### config.mk
export PLATFORM = sky130hd
export DESIGN_NAME = pattern_generator
export DESIGN_NICKNAME = d
export VERILOG_FILES = /design/src/rtl/pattern_gen_pkg.sv /design/src/rtl/pattern_gen_counter.sv /design/src/rtl/pattern_generator.sv
export SDC_FILE = /design/constraint.sdc
export NUM_CORES = 1
export LEC_CHECK = 0
export ABC_AREA = 1
export CORE_MARGIN = 2
export CORE_UTILIZATION = 34
export CTS_CLUSTER_DIAMETER = 200
export DETAILED_ROUTE_END_ITERATION = 7
export SLEW_MARGIN = 25
export SYNTH_ARGS = -nofsm -noshare
export SYNTH_HDL_FRONTEND = slang
export SYNTH_SLANG_ARGS = --single-unit
### constraint.sdc
create_clock -name clk -period 4.5 [get_ports clk]
set_input_delay 0.9 -clock clk [delete_from_list [all_inputs] [get_ports clk]]
set_output_delay 0.9 -clock clk [all_outputs]
set_load 0.005 [all_outputs]
### src/rtl/pattern_gen_pkg.sv
// Shared types and sizing helpers for the serial pattern generator.
// Imported by the generator top and its down-counter.
package pattern_gen_pkg;

    typedef enum logic [1:0] {
        IDLE,
        SHIFT,
        GAP
    } state_t;

    localparam int PAT_W_DEF = 4;

    function automatic int idx_w(input int w);
        return (w < 2) ? 1 : $clog2(w);
    endfunction

    localparam int IDX_W = idx_w(PAT_W_DEF);

endpackage

### src/rtl/pattern_gen_counter.sv
// Loadable down-counter that saturates at zero.
// tc flags the terminal (zero) count.
module pattern_gen_counter
    import pattern_gen_pkg::*;
#(
    parameter int W = IDX_W
) (
    input  logic         clk,
    input  logic         rst_n,
    input  logic         load,
    input  logic [W-1:0] load_val,
    input  logic         dec,
    output logic [W-1:0] count,
    output logic         tc
);

    assign tc = (count == '0);

    always_ff @(posedge clk or negedge rst_n) begin
        if (!rst_n) begin
            count <= '0;
        end else if (load) begin
            count <= load_val;
        end else if (dec && !tc) begin
            count <= count - W'(1);
        end
    end

endmodule

### src/rtl/pattern_generator.sv
// Serialises a latched pattern MSB-first, repeated with optional
// zero-filled gaps, behind a valid/ready start handshake.
module pattern_generator
    import pattern_gen_pkg::*;
#(
    parameter int PAT_W = PAT_W_DEF,
    parameter int CNT_W = 4,
    parameter int GAP_W = 3
) (
    input  logic             clk,
    input  logic             rst_n,
    input  logic             start_valid,
    output logic             start_ready,
    input  logic [PAT_W-1:0] pattern,
    input  logic [CNT_W-1:0] repeat_cnt,
    input  logic [GAP_W-1:0] gap_len,
    input  logic             abort,
    output logic             out,
    output logic             out_valid,
    output logic             frame_start,
    output logic             busy,
    output logic             done
);

    localparam int IW = idx_w(PAT_W);
    localparam int CW = (IW > GAP_W) ? IW : GAP_W;

    state_t           state, state_n;
    logic [PAT_W-1:0] pat_q;
    logic [GAP_W-1:0] gap_q;

    logic             out_n, valid_n, fs_n, done_n;
    logic             accept;

    logic             b_load, b_dec, b_tc;
    logic [CW-1:0]    b_val, b_cnt;
    logic [IW-1:0]    bi, bi_m1;

    logic             r_load, r_dec, r_zero;
    logic [CNT_W-1:0] reps_left;
    logic             last_rep;

    assign start_ready = (state == IDLE);
    assign busy        = (state != IDLE);

    assign bi       = b_cnt[IW-1:0];
    assign bi_m1    = bi - IW'(1);
    // zero can only be seen if something went wrong; end the burst anyway
    assign last_rep = (reps_left == CNT_W'(1)) || r_zero;

    // one counter serves as bit index in SHIFT and gap count in GAP
    pattern_gen_counter #(.W(CW)) u_bit (
        .clk      (clk),
        .rst_n    (rst_n),
        .load     (b_load),
        .load_val (b_val),
        .dec      (b_dec),
        .count    (b_cnt),
        .tc       (b_tc)
    );

    pattern_gen_counter #(.W(CNT_W)) u_rep (
        .clk      (clk),
        .rst_n    (rst_n),
        .load     (r_load),
        .load_val (repeat_cnt),
        .dec      (r_dec),
        .count    (reps_left),
        .tc       (r_zero)
    );

    always_comb begin
        state_n = state;
        out_n   = out;
        valid_n = out_valid;
        fs_n    = 1'b0;
        done_n  = 1'b0;
        accept  = 1'b0;
        b_load  = 1'b0;
        b_val   = CW'(PAT_W - 1);
        b_dec   = 1'b0;
        r_load  = 1'b0;
        r_dec   = 1'b0;
        unique case (state)
            IDLE: begin
                out_n   = 1'b0;
                valid_n = 1'b0;
                if (start_valid) begin
                    accept = 1'b1;
                    r_load = 1'b1;
                    b_load = 1'b1;
                    if (repeat_cnt != '0) begin
                        state_n = SHIFT;
                        out_n   = pattern[PAT_W-1];
                        valid_n = 1'b1;
                        fs_n    = 1'b1;
                    end else begin
                        done_n = 1'b1;
                    end
                end
            end
            SHIFT: begin
                if (abort) begin
                    state_n = IDLE;
                    out_n   = 1'b0;
                    valid_n = 1'b0;
                end else if (!b_tc) begin
                    b_dec = 1'b1;
                    out_n = pat_q[bi_m1];
                end else if (last_rep) begin
                    state_n = IDLE;
                    out_n   = 1'b0;
                    valid_n = 1'b0;
                    done_n  = 1'b1;
                end else begin
                    r_dec  = 1'b1;
                    b_load = 1'b1;
                    if (gap_q != '0) begin
                        state_n = GAP;
                        out_n   = 1'b0;
                        b_val   = CW'(gap_q);
                    end else begin
                        out_n = pat_q[PAT_W-1];
                        fs_n  = 1'b1;
                    end
                end
            end
            GAP: begin
                if (abort) begin
                    state_n = IDLE;
                    out_n   = 1'b0;
                    valid_n = 1'b0;
                end else if (b_cnt == CW'(1) || b_tc) begin
                    state_n = SHIFT;
                    out_n   = pat_q[PAT_W-1];
                    fs_n    = 1'b1;
                    b_load  = 1'b1;
                end else begin
                    b_dec = 1'b1;
                    out_n = 1'b0;
                end
            end
            default: begin
                state_n = IDLE;
                out_n   = 1'b0;
                valid_n = 1'b0;
            end
        endcase
    end

    always_ff @(posedge clk or negedge rst_n) begin
        if (!rst_n) begin
            state       <= IDLE;
            out         <= 1'b0;
            out_valid   <= 1'b0;
            frame_start <= 1'b0;
            done        <= 1'b0;
        end else begin
            state       <= state_n;
            out         <= out_n;
            out_valid   <= valid_n;
            frame_start <= fs_n;
            done        <= done_n;
        end
    end

    always_ff @(posedge clk or negedge rst_n) begin
        if (!rst_n) begin
            pat_q <= '0;
            gap_q <= '0;
        end else if (accept) begin
            pat_q <= pattern;
            gap_q <= gap_len;
        end
    end

endmodule

**Word-level counts from Yosys, hierarchy flattened**

Cells that the tools add are included.

- Output and inout bits: 6
- Register bits: 20
- Word-level logic and storage cells: 101
- Input bits: 15

- Equal/unequal tests: 11
- Order comparisons: 1
- $add $sub $neg: 3
- Muxes and demuxes: 61
- Reduce and logical (&&, ||, !) cells: 16

Operators by type and width:

| cell | count |
|---|---|
| two-way mux 1 bit | 36 |
| two-way mux 3 bit | 7 |
| two-way mux 2 bit | 8 |
| case mux 1 bit (3 select lines) | 4 |
| inequality test 3 bit, second input constant | 3 |
| two-way mux 4 bit | 2 |
| case mux 2 bit (3 select lines) | 1 |
| nonzero test 2 bit | 3 |
| AND reduction 5 bit | 1 |
| == test 4 x 1 -> 1 bit, second input constant | 1 |
| logical NOT 4 bit | 1 |
| inequality test 2 bit, second input constant | 2 |
| inequality test 4 bit, second input constant | 1 |
| case mux 1 bit (2 select lines) | 2 |
| nonzero test 4 bit | 1 |
| subtractor 4 x 1 -> 4 bit, second input constant | 1 |
| == test 3 x 1 -> 1 bit, second input constant | 1 |
| logical NOT 3 bit | 1 |
| < comparator 2 x 3 -> 1 bit, second input constant | 1 |
| AND reduction 3 bit | 1 |
| nonzero test 3 bit | 1 |
| subtractor 3 x 1 -> 3 bit, second input constant | 1 |
| binary-select mux 1 bit (select 2 bit) | 1 |
| == test 2 x 1 -> 1 bit, second input constant | 1 |
| other kinds (7) | 10 |

**Longest topological paths before layout**

- Depth after elaboration: 9
- Depth in mapped cells: 12
- Mapped depth without buffers: 12

**Modules after synthesis**

From an unflattened synthesis, not the netlist that was laid out.

- Cells, all modules: 191
- Area total of the unflattened synthesis: 1350.0 µm²

By module, submodules not included:

| module | instances | cells an instance | area each (µm²) |
|---|---|---|---|
| pattern_generator | 1 | 118 | 862.1 |
| pattern_gen_counter (u_rep) | 1 | 46 | 295.3 |
| pattern_gen_counter (u_bit) | 1 | 27 | 192.7 |

**Least setup slack after synthesis**

OpenSTA, ideal clock, no wires.

- Path kind: reg-to-output
- Start point: reg state[0]
- End point: out busy
- Path slack: 2834 ps
- Data arrival time: 766 ps
- Cell stages (with the launch flop): 4
- Path buffers: 0
- Path through: dfrtp_1 -> inv_1 -> ha_1 -> inv_1

- Longest elaborated chain between the ends: 1

Ends and longest elaborated chain:

| what | line | text |
|---|---|---|
| start: declaration | pattern_generator.sv:28 | `state_t state, state_n;` |
| start signal: assignment | pattern_generator.sv:159 | `state <= state_n;` |
| nonzero test 2 bit | pattern_generator.sv:44 | `assign busy = (state != IDLE);` |
| end: declaration | pattern_generator.sv:21 | `output logic busy,` |

No other way between the ends.

**Final worst setup path**

Same ends and word-level chain as after synthesis.

==> results by group <==
Run
  • Max-Cap Viols: 0

Detailed routing
  • DRT Pass-1 Iters: 5
  • Via count: 1084
  • Drt initial violations: 46
  • Via density: roughly 4.5
  • Detailed-route DRC error count: 0
  • Final ANT Viol Nets: 0
  • Total routed wirelength: 2580 um
  • Avg WL per Cell: 10.7 um

Floorplan
  • Die H: 66.2 um
  • Core ar.: 3690 um^2
  • Die Footprint: approximately 4400 um^2
  • Starting Density: 0.357
  • Die width: 66.2 um
  • Row count: 22
  • # IOs: 21

Logic synthesis
  • Post-synthesis cell type count: 26
  • YS warnings: 0
  • #FFs+latches synth: 20
  • Mapped Nets: about 200
  • Cells after synthesis: 171
  • Mapped Area: 1320 um^2
  • Synthesized area per cell: 7.70 um^2
  • Register area share after synthesis: 0.380

Timing
  • Fmax: just over 400 MHz
  • Max Slew Vio Count: 0
  • Final setup fails: 0
  • Final Hold Vio Count: 0
  • Worst-Margin Slew: 0.455 ns
  • Tmin final: 2.47 ns
  • Setup Total Neg Slack: 0 ns
  • Tcrit/Tclk final: 0.550
  • RSZ-0062 raised after global routing: no
  • Slew Limit Headroom: 0.697
  • Fin Clk Skew: 0.00107 ns

Placement
  • Area of placed instances: 1570 um^2
  • Placed Instances: approximately 240
  • Port bufs: 20
  • Post-detail-place hpwl: a little over 2000 um
  • RD Place Congestion: approximately 0.78

Clock tree
  • CTS tree: built
  • Worst skew pair latency: 0.25 ns
  • CTS max path bufs: 2
  • Clk sinks: 20
  • Clock-pin slew on the worst setup and hold paths: 0.07 ns
  • Clk root buf: clkbuf_8
  • Total CTS buffers: 3
  • Cts hold-fix bufs: 0
  • Setup Fix Bufs, Post-CTS: 0
  • CTS H-tree lvls: 1
  • Post_cts resized: 0

Power and ir drop
  • Leakage: 0.820 nW
  • Pwr dens: around 630 nW/um^2
  • Maximum vdd drop: ~0.17 mV

Final layout
  • Layout cell share with drive strength beyond 1: 0.125
  • Fin cells: 240
  • Cell area after layout: 1600 um^2
  • Core Util, Final: 0.435
  • Final #Nets: 219
  • Antenna diodes: 0
  • Growth of design area from synthesis to finish: 21.8%

GRT
  • First-pass GRT wire length: 4610 um
  • Pin count of the biggest net entering global routing: 21
  • All-layer global routing usage: 0.137
  • Remaining Overflow, GRT: 0
  • Initial antenna violation count: 0
  • Vias in the first global route: 1017

Critical path
  • Startpoint types: register
  • Worst Setup End Kind: output pin
  • Crit path DAT: 1.57 ns
  • Crit-path max FO: 6
  • Critical Path RT: about 3.6 ns
  • CP Class: register to output pin

Run status
  • Status: finished clean

Hold path
  • Hold Path Class: register to register
-- stage by stage --
step,hold WS [ns],power [W],setup WS (ns)
final,0.491,0.00100,2.03
after detailed placement,0.475,0.000899,1.98
after CTS,0.496,0.00102,2.01
after global routing,0.549,0.00112,1.92
after floorplan,0.449,0.000746,2.83
after global placement,0.473,0.000892,2.03
-- final cells by class --
class                      instances  area, um^2
sequential                        20         500
multi-input combinational        122         704
timing repair buffer              20         195
tap                               48        60.1
clock buffer                       3        41.3
fill                             408        2090
inverter                          27         101
-- power by group --
group	leakage, nW	switching [W]	internal [W]	total, W
combinational	0.549	0.000328	0.000235	0.000564
sequential	0.249	0.0000597	0.000264	0.000324
clock	0.0216	0.0000572	0.0000596	0.000117
total	0.820	0.000445	0.000559	0.00100
-- cell usage in the layout, fill, tap and decap left out, drive strengths merged --
cell type      count
nand2             59
inv               26
dfrtp             20
clkdlybuf4s50     19
nand3             16
o21ai             14
ha                10
nor2               9
nand4              4
clkbuf             3
a21oi              2
xnor2              2
or2                1
clkinv             1
nand3b             1
o21bai             1
nor3               1
xor2               1
o211ai             1
buf                1
-- state kept, by name, summed over array words and instances (netlist names) --
register and count:
out_valid 1, u_rep.count 4, done 1, out 1, frame_start 1, u_bit.count 3, gap_q 3, pat_q 4
state 2
-- final timing paths --
check | to | from | depth (start not counted) | slack [ns]
worst max-delay path | busy | state[0] | 4 | 2.03
min in group asynchronous | u_rep.count[0] | rst_n | 1 | 0.58
worst min register to register | out_valid | out_valid | 2 | 0.49
max in group asynchronous | frame_start | rst_n | 1 | 3.60
worst max register to register | u_rep.count[0] | state[0] | 7 | 2.61
worst min-delay path | out_valid | out_valid | 2 | 0.49
-- metal layers --
metal  global-route usage  up-vias  part of all wire
li1                     -      581                 -
met1                0.183      480              0.50
met2                0.220       19              0.45
met3               0.0273        4             0.034
met4               0.0459        0             0.015
met5                    0        -                 0
-- logic make-up after synthesis --
group           count (synthesis)  share of synthesized area
simple gates                   91                      0.345
xor+xnor                        3                     0.0200
fa+ha+maj                      10                     0.0951
compound gates                 18                     0.0751
buf+inv                        29                     0.0846
flops                          20                      0.380
-- cell usage after synthesis --
cell type / count / area [um^2]
xor2_1: 1 / 8.76
inv_1: 22 / 82.6
nand3_2: 1 / 10.0
o21bai_1: 1 / 7.51
nand2_1: 51 / 191
inv_2: 4 / 15.0
xnor2_1: 2 / 17.5
nand2_2: 4 / 25.0
a21oi_1: 2 / 10.0
nand2_4: 4 / 45.0
buf_2: 2 / 10.0
or2_1: 1 / 6.26
nor2_1: 4 / 15.0
ha_1: 10 / 125
o21ai_2: 1 / 8.76
o21ai_0: 8 / 40.0
nand3b_4: 1 / 20.0
clkinv_1: 1 / 3.75
nor2_2: 4 / 25.0
o21ai_1: 5 / 25.0
nor3_1: 1 / 5.00
nand4_1: 4 / 25.0
nor2_4: 1 / 11.3
nand3_1: 15 / 75.1
dfrtp_1: 20 / 500
o211ai_1: 1 / 7.51
-- worst max-delay path: stages (launching register included) --
cell and delay, ns:
dfrtp_1 0.40, inv_1 0.08, ha_1 0.27, inv_1 0.08, clkdlybuf4s50_1 0.49
Note: power is estimated with default switching activity, not from simulation.
